`config.mk`:
```
export PLATFORM = sky130hd
export DESIGN_NAME = lstm_seq_sequencer
export DESIGN_NICKNAME = d
export VERILOG_FILES = /design/src/rtl/lstm_pkg.sv /design/src/rtl/seq_edge_det.sv /design/src/rtl/lstm_seq_sequencer.sv
export SDC_FILE = /design/constraint.sdc
export NUM_CORES = 1
export LEC_CHECK = 0
export ABC_AREA = 1
export CORE_UTILIZATION = 23
export DETAILED_ROUTE_END_ITERATION = 10
export GPL_TIMING_DRIVEN = 0
export SLEW_MARGIN = 0
export SYNTH_ARGS = -nofsm -noshare
export SYNTH_HDL_FRONTEND = slang
export SYNTH_HIERARCHICAL = 1
export SYNTH_SLANG_ARGS = --single-unit
```
`constraint.sdc`:
```
create_clock -name clock -period 1.99 [get_ports clock]
set_input_delay 0.2985 -clock clock [delete_from_list [all_inputs] [get_ports clock]]
set_output_delay 0.2985 -clock clock [all_outputs]
set_load 0.02 [all_outputs]
```
`src/rtl/lstm_pkg.sv`:
```
// Shared sizing helpers and state encoding for the LSTM sequencer.
package lstm_pkg;

    function automatic int bitwidth(input int qn, input int qm);
        return qn + qm + 1;
    endfunction

    function automatic int log2(input int value);
        int result;
        result = 0;
        for (int i = 0; i < 31; i++) begin
            if ((1 << i) < value) result = i + 1;
        end
        return result;
    endfunction

    typedef enum logic [2:0] {
        IDLE,
        NRST,
        WAIT_IN,
        PULSE,
        WAIT_L,
        EN_P,
        WAIT_P,
        EMIT
    } seqState_t;

endpackage

```
`src/rtl/seq_edge_det.sv`:
```
// Rising-edge detector against the level seen on the previous clock.
module seq_edge_det (
    input  logic clock,
    input  logic reset,
    input  logic level,
    output logic rise
);

    logic prev;

    always_ff @(posedge clock) begin
        if (reset) prev <= 1'b0;
        else       prev <= level;
    end

    assign rise = level & ~prev;

endmodule

```
`src/rtl/lstm_seq_sequencer.sv`:
```
// Steps an LSTM network over variable-length sample sequences:
// network reset, per-step handshakes, result emission and watchdog.
module lstm_seq_sequencer
    import lstm_pkg::*;
#(
    parameter int INPUT_SZ    = 2,
    parameter int QN          = 6,
    parameter int QM          = 11,
    parameter int MAX_SEQ_LEN = 8,
    parameter int NET_RST_CYC = 4,
    parameter int WDOG_CYC    = 4096,
    parameter int BITWIDTH    = bitwidth(QN, QM),
    parameter int LEN_W       = log2(MAX_SEQ_LEN) + 1
) (
    input  logic                         clock,
    input  logic                         reset,
    input  logic                         seq_start,
    input  logic [LEN_W-1:0]             seq_len,
    input  logic                         last_only,
    input  logic                         abort,
    input  logic                         in_valid,
    output logic                         in_ready,
    input  logic [INPUT_SZ*BITWIDTH-1:0] in_data,
    output logic [INPUT_SZ*BITWIDTH-1:0] net_input,
    output logic                         net_reset,
    output logic                         net_new_sample,
    input  logic                         net_data_ready,
    output logic                         net_en_percep,
    input  logic                         net_ready_p,
    input  logic [BITWIDTH-1:0]          net_output,
    output logic                         out_valid,
    input  logic                         out_ready,
    output logic [BITWIDTH-1:0]          out_data,
    output logic                         out_last,
    output logic                         busy,
    output logic                         wdog_err
);

    localparam int RST_W  = log2(NET_RST_CYC) + 1;
    localparam int WDOG_W = log2(WDOG_CYC) + 1;

    localparam logic [LEN_W-1:0]  MAX_LEN   = LEN_W'(MAX_SEQ_LEN);
    localparam logic [RST_W-1:0]  RST_LAST  = RST_W'(NET_RST_CYC - 1);
    localparam logic [WDOG_W-1:0] WDOG_LAST = WDOG_W'(WDOG_CYC - 1);

    seqState_t         state;
    seqState_t         stateNext;
    logic [LEN_W-1:0]  seqLen;
    logic [LEN_W-1:0]  stepCnt;
    logic [LEN_W-1:0]  clampLen;
    logic              lastOnly;
    logic [RST_W-1:0]  rstCnt;
    logic [WDOG_W-1:0] wdogCnt;
    logic              rstPulse;
    logic              readyRise;
    logic              readyPRise;
    logic              startAcc;
    logic              abortHit;
    logic              inFire;
    logic              stepDone;
    logic              finalStep;
    logic              waiting;
    logic              timeout;

    seq_edge_det uReadyEdge (
        .clock (clock),
        .reset (reset),
        .level (net_data_ready),
        .rise  (readyRise)
    );

    seq_edge_det uReadyPEdge (
        .clock (clock),
        .reset (reset),
        .level (net_ready_p),
        .rise  (readyPRise)
    );

    assign startAcc  = (state == IDLE) && seq_start;
    assign abortHit  = (state != IDLE) && abort;
    assign inFire    = (state == WAIT_IN) && in_valid && !abort;
    assign stepDone  = (state == WAIT_P) && readyPRise && !abort;
    assign finalStep = (stepCnt + LEN_W'(1)) == seqLen;
    assign waiting   = (state == WAIT_L) || (state == WAIT_P);

    // an edge arriving on the last watchdog cycle still counts
    assign timeout = (wdogCnt == WDOG_LAST) && !abort
                   && (((state == WAIT_L) && !readyRise)
                    || ((state == WAIT_P) && !readyPRise));

    always_comb begin
        clampLen = seq_len;
        if (seq_len == '0)          clampLen = LEN_W'(1);
        else if (seq_len > MAX_LEN) clampLen = MAX_LEN;
    end

    always_comb begin
        stateNext = state;
        unique case (state)
            IDLE:    if (seq_start) stateNext = NRST;
            NRST:    if (rstCnt == RST_LAST) stateNext = WAIT_IN;
            WAIT_IN: if (in_valid) stateNext = PULSE;
            PULSE:   stateNext = WAIT_L;
            WAIT_L: begin
                if (readyRise)    stateNext = EN_P;
                else if (timeout) stateNext = IDLE;
            end
            EN_P:    stateNext = WAIT_P;
            WAIT_P: begin
                if (readyPRise) begin
                    if (lastOnly && !finalStep) stateNext = WAIT_IN;
                    else                        stateNext = EMIT;
                end else if (timeout) begin
                    stateNext = IDLE;
                end
            end
            EMIT: begin
                if (out_ready) stateNext = out_last ? IDLE : WAIT_IN;
            end
            default: stateNext = IDLE;
        endcase
        if (abortHit) stateNext = IDLE;
    end

    always_ff @(posedge clock) begin
        if (reset) begin
            state     <= IDLE;
            seqLen    <= '0;
            stepCnt   <= '0;
            lastOnly  <= 1'b0;
            rstCnt    <= '0;
            wdogCnt   <= '0;
            rstPulse  <= 1'b1;
            wdog_err  <= 1'b0;
            net_input <= '0;
            out_data  <= '0;
            out_last  <= 1'b0;
        end else begin
            state    <= stateNext;
            rstPulse <= abortHit | timeout;
            rstCnt   <= (state == NRST) ? rstCnt + RST_W'(1) : '0;
            wdogCnt  <= (waiting && stateNext == state)
                      ? wdogCnt + WDOG_W'(1) : '0;
            if (startAcc) begin
                seqLen   <= clampLen;
                lastOnly <= last_only;
                stepCnt  <= '0;
                wdog_err <= 1'b0;
                out_last <= 1'b0;
            end
            if (inFire) net_input <= in_data;
            if (stepDone) begin
                stepCnt  <= stepCnt + LEN_W'(1);
                out_data <= net_output;
                out_last <= finalStep;
            end
            if (timeout) wdog_err <= 1'b1;
        end
    end

    assign in_ready       = (state == WAIT_IN);
    assign net_new_sample = (state == PULSE);
    assign net_en_percep  = (state == EN_P) || (state == WAIT_P);
    assign out_valid      = (state == EMIT);
    assign busy           = (state != IDLE);
    assign net_reset      = (state == NRST) || rstPulse;

endmodule

```
# --- Word-level counts from Yosys, hierarchy flattened ---
# Index checks and enable logic that the tools add are counted.
classes:
  n_eq_ne: 11
  muxes: 18
  n_reduce_logical: 27
  n_lt_le_gt_ge: 1
  add_sub_neg: 3
  bitwise: 7
ops:
  columns: ["operator", "n"]
  rows:
  - ["$mux 3", 9]
  - ["$pmux 3 s8", 1]
  - ["$mux 4", 4]
  - ["$add 13x1->13 const B", 1]
  - ["$eq 13x12->1 const B", 1]
  - ["$eq 3x3->1 const B", 4]
  - ["$logic_and 1x1->1", 12]
  - ["$eq 3x2->1 const B", 3]
  - ["$add 4x1->4 const B", 1]
  - ["$eq 4x4->1", 1]
  - ["$gt 4x4->1 const B", 1]
  - ["$logic_not 1->1", 4]
  - ["$logic_not 4->1", 1]
  - ["$logic_or 1x1->1", 4]
  - ["$not 1->1", 4]
  - ["$reduce_bool 2->1", 2]
  - ["$reduce_or 2->1", 2]
  - ["$add 3x1->3 const B", 1]
  - ["$eq 3x1->1 const B", 1]
  - ["$eq 3x3->1", 1]
  - ["$logic_not 3->1", 1]
  - ["$mux 1", 3]
  - ["$reduce_bool 3->1", 1]
  - ["$and 1x1->1", 2]
  - ["2 further kinds", 2]
totals:
  wordCells: 80
  out_inout_bits: 62
  regBits: 87

# --- Longest topological paths before layout ---
logic_depth:
  word_depth: 14
  depth_mapped: 15
  ltp_nobuf: 14

# --- By module ---
# The synthesis kept the hierarchy.
by_module_without_submodules:
  columns: ["module", "cells_per_inst", "area_per_inst_um2", "instances"]
  rows:
  - ["lstm_seq_sequencer", 457, 3474.6, 1]
  - ["seq_edge_det", 4, 31.3, 2]

# --- Worst setup path before layout ---
# No wires, ideal clock.
synth_timing:
  path_type: "flip-flop to flip-flop"
  from: "reg state[1]"
  to: "reg wdogCnt[7]"
  path_stages_with_launch: 11
  t_arrival_ns: 1.730
  setup_time_ns: 0.062
  setup_slack_ns: 0.198
  path_cell_list: "dfxtp_1 > buf_2 > inv_1 > nor3_1 > nor3b_1 > nand2_1 > nor2_1 > nor2_2 > nand3_2 > buf_6 > nor2_2"
synth_between:
  elab_cells_between_ends: 28
synth_lines:
  columns: ["item", "line_no", "text"]
  rows:
  - ["start: declaration", "lstm_seq_sequencer.sv:46", "seqState_t state;"]
  - ["start signal: assignment", "lstm_seq_sequencer.sv:139", "state <= stateNext;"]
  - ["$eq 3x2->1", null, null]
  - ["via net_new_sample", "lstm_seq_sequencer.sv:26", "output logic net_new_sample,"]
  - ["$pmux 3 s8", "lstm_seq_sequencer.sv:99", "unique case (state)"]
  - ["$mux 3", "lstm_seq_sequencer.sv:122", "if (abortHit) stateNext = IDLE;"]
  - ["$eq 3x3->1", "lstm_seq_sequencer.sv:142", "wdogCnt <= (waiting && stateNext == state)"]
  - ["$logic_and 1x1->1", "lstm_seq_sequencer.sv:142", null]
  - ["$not 1->1 (no source line)", null, null]
  - ["$reduce_or 2->1 (no source line)", null, null]
  - ["end signal: assignment", "lstm_seq_sequencer.sv:142", null]
  - ["end: declaration", "lstm_seq_sequencer.sv:53", "logic [WDOG_W-1:0] wdogCnt;"]
# The timed path passes the listed nets, and every way through them passes these cells.
# A chain may end at the register's enable or synchronous reset.

# --- Worst setup path in the final report ---
layout_timing:
  from: "reg state[2]"
  to: "out out_valid"
layout_between:
  elab_chain_cells: 1
layout_rtl:
  columns: ["item", "line_no", "text"]
  rows:
  - ["$eq 3x3->1", "lstm_seq_sequencer.sv:164", "assign out_valid = (state == EMIT);"]
  - ["end: declaration", "lstm_seq_sequencer.sv:31", "output logic out_valid,"]
# No other way between the ends.

==> results.sh <==
export IMPL_worstPathMaxFanout=9
export IMPL_clock_latency_ns=0.33
export IMPL_vdd_drop_max_mv=0.452
export IMPL_die_area_mm2=0.0159
export IMPL_place_congestion=0.824
export IMPL_wl_per_cell_um=12.6
export IMPL_antenna_found_initial=0
export IMPL_fin_skew_ns=0.00563
export IMPL_slew_headroom_pct=67.9
export IMPL_ys_types=29
export IMPL_ys_seq_area_share_pct=49.2
export IMPL_drtIter0Drc=136
export IMPL_postCtsHoldBufs=0
export IMPL_ant_nets=0
export IMPL_synthArstFlopShare_pct=0
export IMPL_final_layout_size_suffix_gt1_share_pct=11.7
export IMPL_top_level_ports=129
export IMPL_cts_root_buf="clkbuf_16"
export IMPL_min_period_over_period_pct=96.2
export IMPL_synth_area_mm2=0.00354
export IMPL_syn_to_final_growth_pct=56.2
export IMPL_yosysTopAreaCell="dfxtp_1"
export IMPL_core_region_area_mm2=0.0148
export IMPL_tightest_slew_ns=0.480
export IMPL_cts_tree="yes"
export IMPL_grt_max_degree=13
export IMPL_placed_area_mm2=0.00505
export IMPL_clk_pin_slew_ns=0.06
export IMPL_avgViaCountPerCell=4.36
export IMPL_nFillCells=1516
export IMPL_synth_most_common_cell="dfxtp_1"
export IMPL_powerDensity_mw_per_mm2=667
export IMPL_p_leak_nw=2.05
export IMPL_grt_pass1_wl_um=16000
export IMPL_nets=682
export IMPL_utilization_pct=37.4
export IMPL_worst_setup_path_type="reg -> out"
export IMPL_synthTopCellsByCount="dfxtp_1, inv_1, nor2_1"
export IMPL_endpoint_kind="output pin"
export IMPL_status="completed"
export IMPL_fin_area_mm2=0.00553
export IMPL_crit_required_ns=1.69
export IMPL_setup_viol=0
export IMPL_place_hpwl_um=7590
export IMPL_port_buffers=128
export IMPL_final_hold_violation_count=0
export IMPL_cap_violations=0
export IMPL_synth_edff_count=0
export IMPL_clock_path_buffers=2
export IMPL_cts_made_buffers=9
export IMPL_dr_pass1_iters=4
export IMPL_die_h_um=126
export IMPL_synthCells=465
export IMPL_ys_seq_elements=87
export IMPL_grt_overflow=0
export IMPL_yosys_warnings=6
export IMPL_grt_usage_pct=12.7
export IMPL_syn_avg_cell_area_um2=7.61
export IMPL_clock_sinks=87
export IMPL_arrival_ns=1.62
export IMPL_synth_flop_cell="dfxtp_1"
export IMPL_antenna_cells=0
export IMPL_fmax_mhz=522
export IMPL_die_w_um=126
export IMPL_yosysTopAreaCellShare_pct=49.2
export IMPL_synth_nets=536
export IMPL_grt_pass1_vias=3324
export IMPL_cp_start_kind="register"
export IMPL_drv_slew=0
export IMPL_netlist_top_cells_area="dfxtp_1, o21ai_0, inv_1"
export IMPL_rsz0062_at_grt="yes"
export IMPL_initial_utilization_pct=24.0
export IMPL_drc=0
export IMPL_cts_max_level=3
export IMPL_layout_min_cycle_time_ns=1.91
export IMPL_hp_class="reg -> reg"
export IMPL_wl_um=10100
export IMPL_rows=44
export IMPL_num_vias=3475
logic make-up after synthesis:
group                      synth area share (%)
buffers and inverters                      9.59
and+or+nand+nor                            20.9
DFF                                        49.2
xor gates and xnor gates                   3.22
adders and majority gates                  1.41
AOI/OAI and AO/OA                          15.6
final timing paths:
check              from          end  slack [ns]  cells after the start
min reg2reg   rstCnt[0]    rstCnt[0]        0.42                      1
max            state[2]    out_valid        0.08                      4
min           rstCnt[0]    rstCnt[0]        0.42                      1
max reg2reg  stepCnt[0]  wdogCnt[12]        0.09                     15
flip-flops by register name, summed over array words and instances, names as in the netlist, 3 cells and up:
register   count
net_input     36
out_data      18
rstCnt         3
seqLen         4
state          3
stepCnt        4
wdogCnt       13
placed cells by master, fill, tap and decap left out, types with 8 or more instances in the layout:
| cell type | count |
|---|---|
| buf_4 | 8 |
| inv_1 | 64 |
| nand2_1 | 42 |
| clkdlybuf4s50_1 | 123 |
| nor2_2 | 19 |
| nand3_1 | 23 |
| dfxtp_1 | 81 |
| a21oi_1 | 44 |
| o21ai_0 | 59 |
| clkbuf_16 | 10 |
| nor2_1 | 57 |
| clkbuf_1 | 15 |
area by class of cell:
cell class	count	area, µm²	area share, %
Sequential cell	87	1750	31.7
Multi-Input combinational cell	291	1560	28.3
Timing Repair Buffer	136	1350	24.4
Clock buffer	12	256	4.64
Inverter	67	251	4.55
Tap cell	184	230	4.17
Buffer	19	95.1	1.72
Clock inverter	1	30.0	0.543
per-layer routing:
metal	vias to the layer above	share of wire, %	GRT usage, %
met4	0	2.0	5.39
met3	17	6.7	4.84
li1	1775	-	-
met2	94	47	20.4
met1	1589	44	15.2
met5	-	0	0
worst max-delay path, stage by stage, from the launching register on:
cell,delay (ns)
dfxtp_1,0.34
buf_6,0.15
nand3_1,0.11
inv_1,0.07
clkdlybuf4s50_1,0.61
per-stage QoR:
step           setup TNS (ns)  total power [mW]  cells  hold WS [ns]  setup WS (ns)
6_report                    0              3.69    797         0.415         0.0754
5_1_grt               -0.0907              3.84    797         0.457        -0.0341
3_5_place_dp           -13.65              2.06    777         0.412         -0.339
4_1_cts                     0              3.74    790         0.421         0.0189
2_1_floorplan               0              1.89    465         0.371          0.198
3_3_place_gp           -10.86              2.06    777         0.408         -0.292
timing repair:
item	in CTS	in global routing
setup endpoints to repair	29	33
resized for setup	15	27
gates cloned	0	1
pin swaps	0	12
buffers inserted	0	7
report_power, final:
part	internal (mW)	switching (mW)	leakage, nW
clock network	1.02	0.641	0.141
registers	1.75	0.0112	0.706
logic	0.151	0.107	1.21
Note: power is estimated with default switching activity, not from simulation.
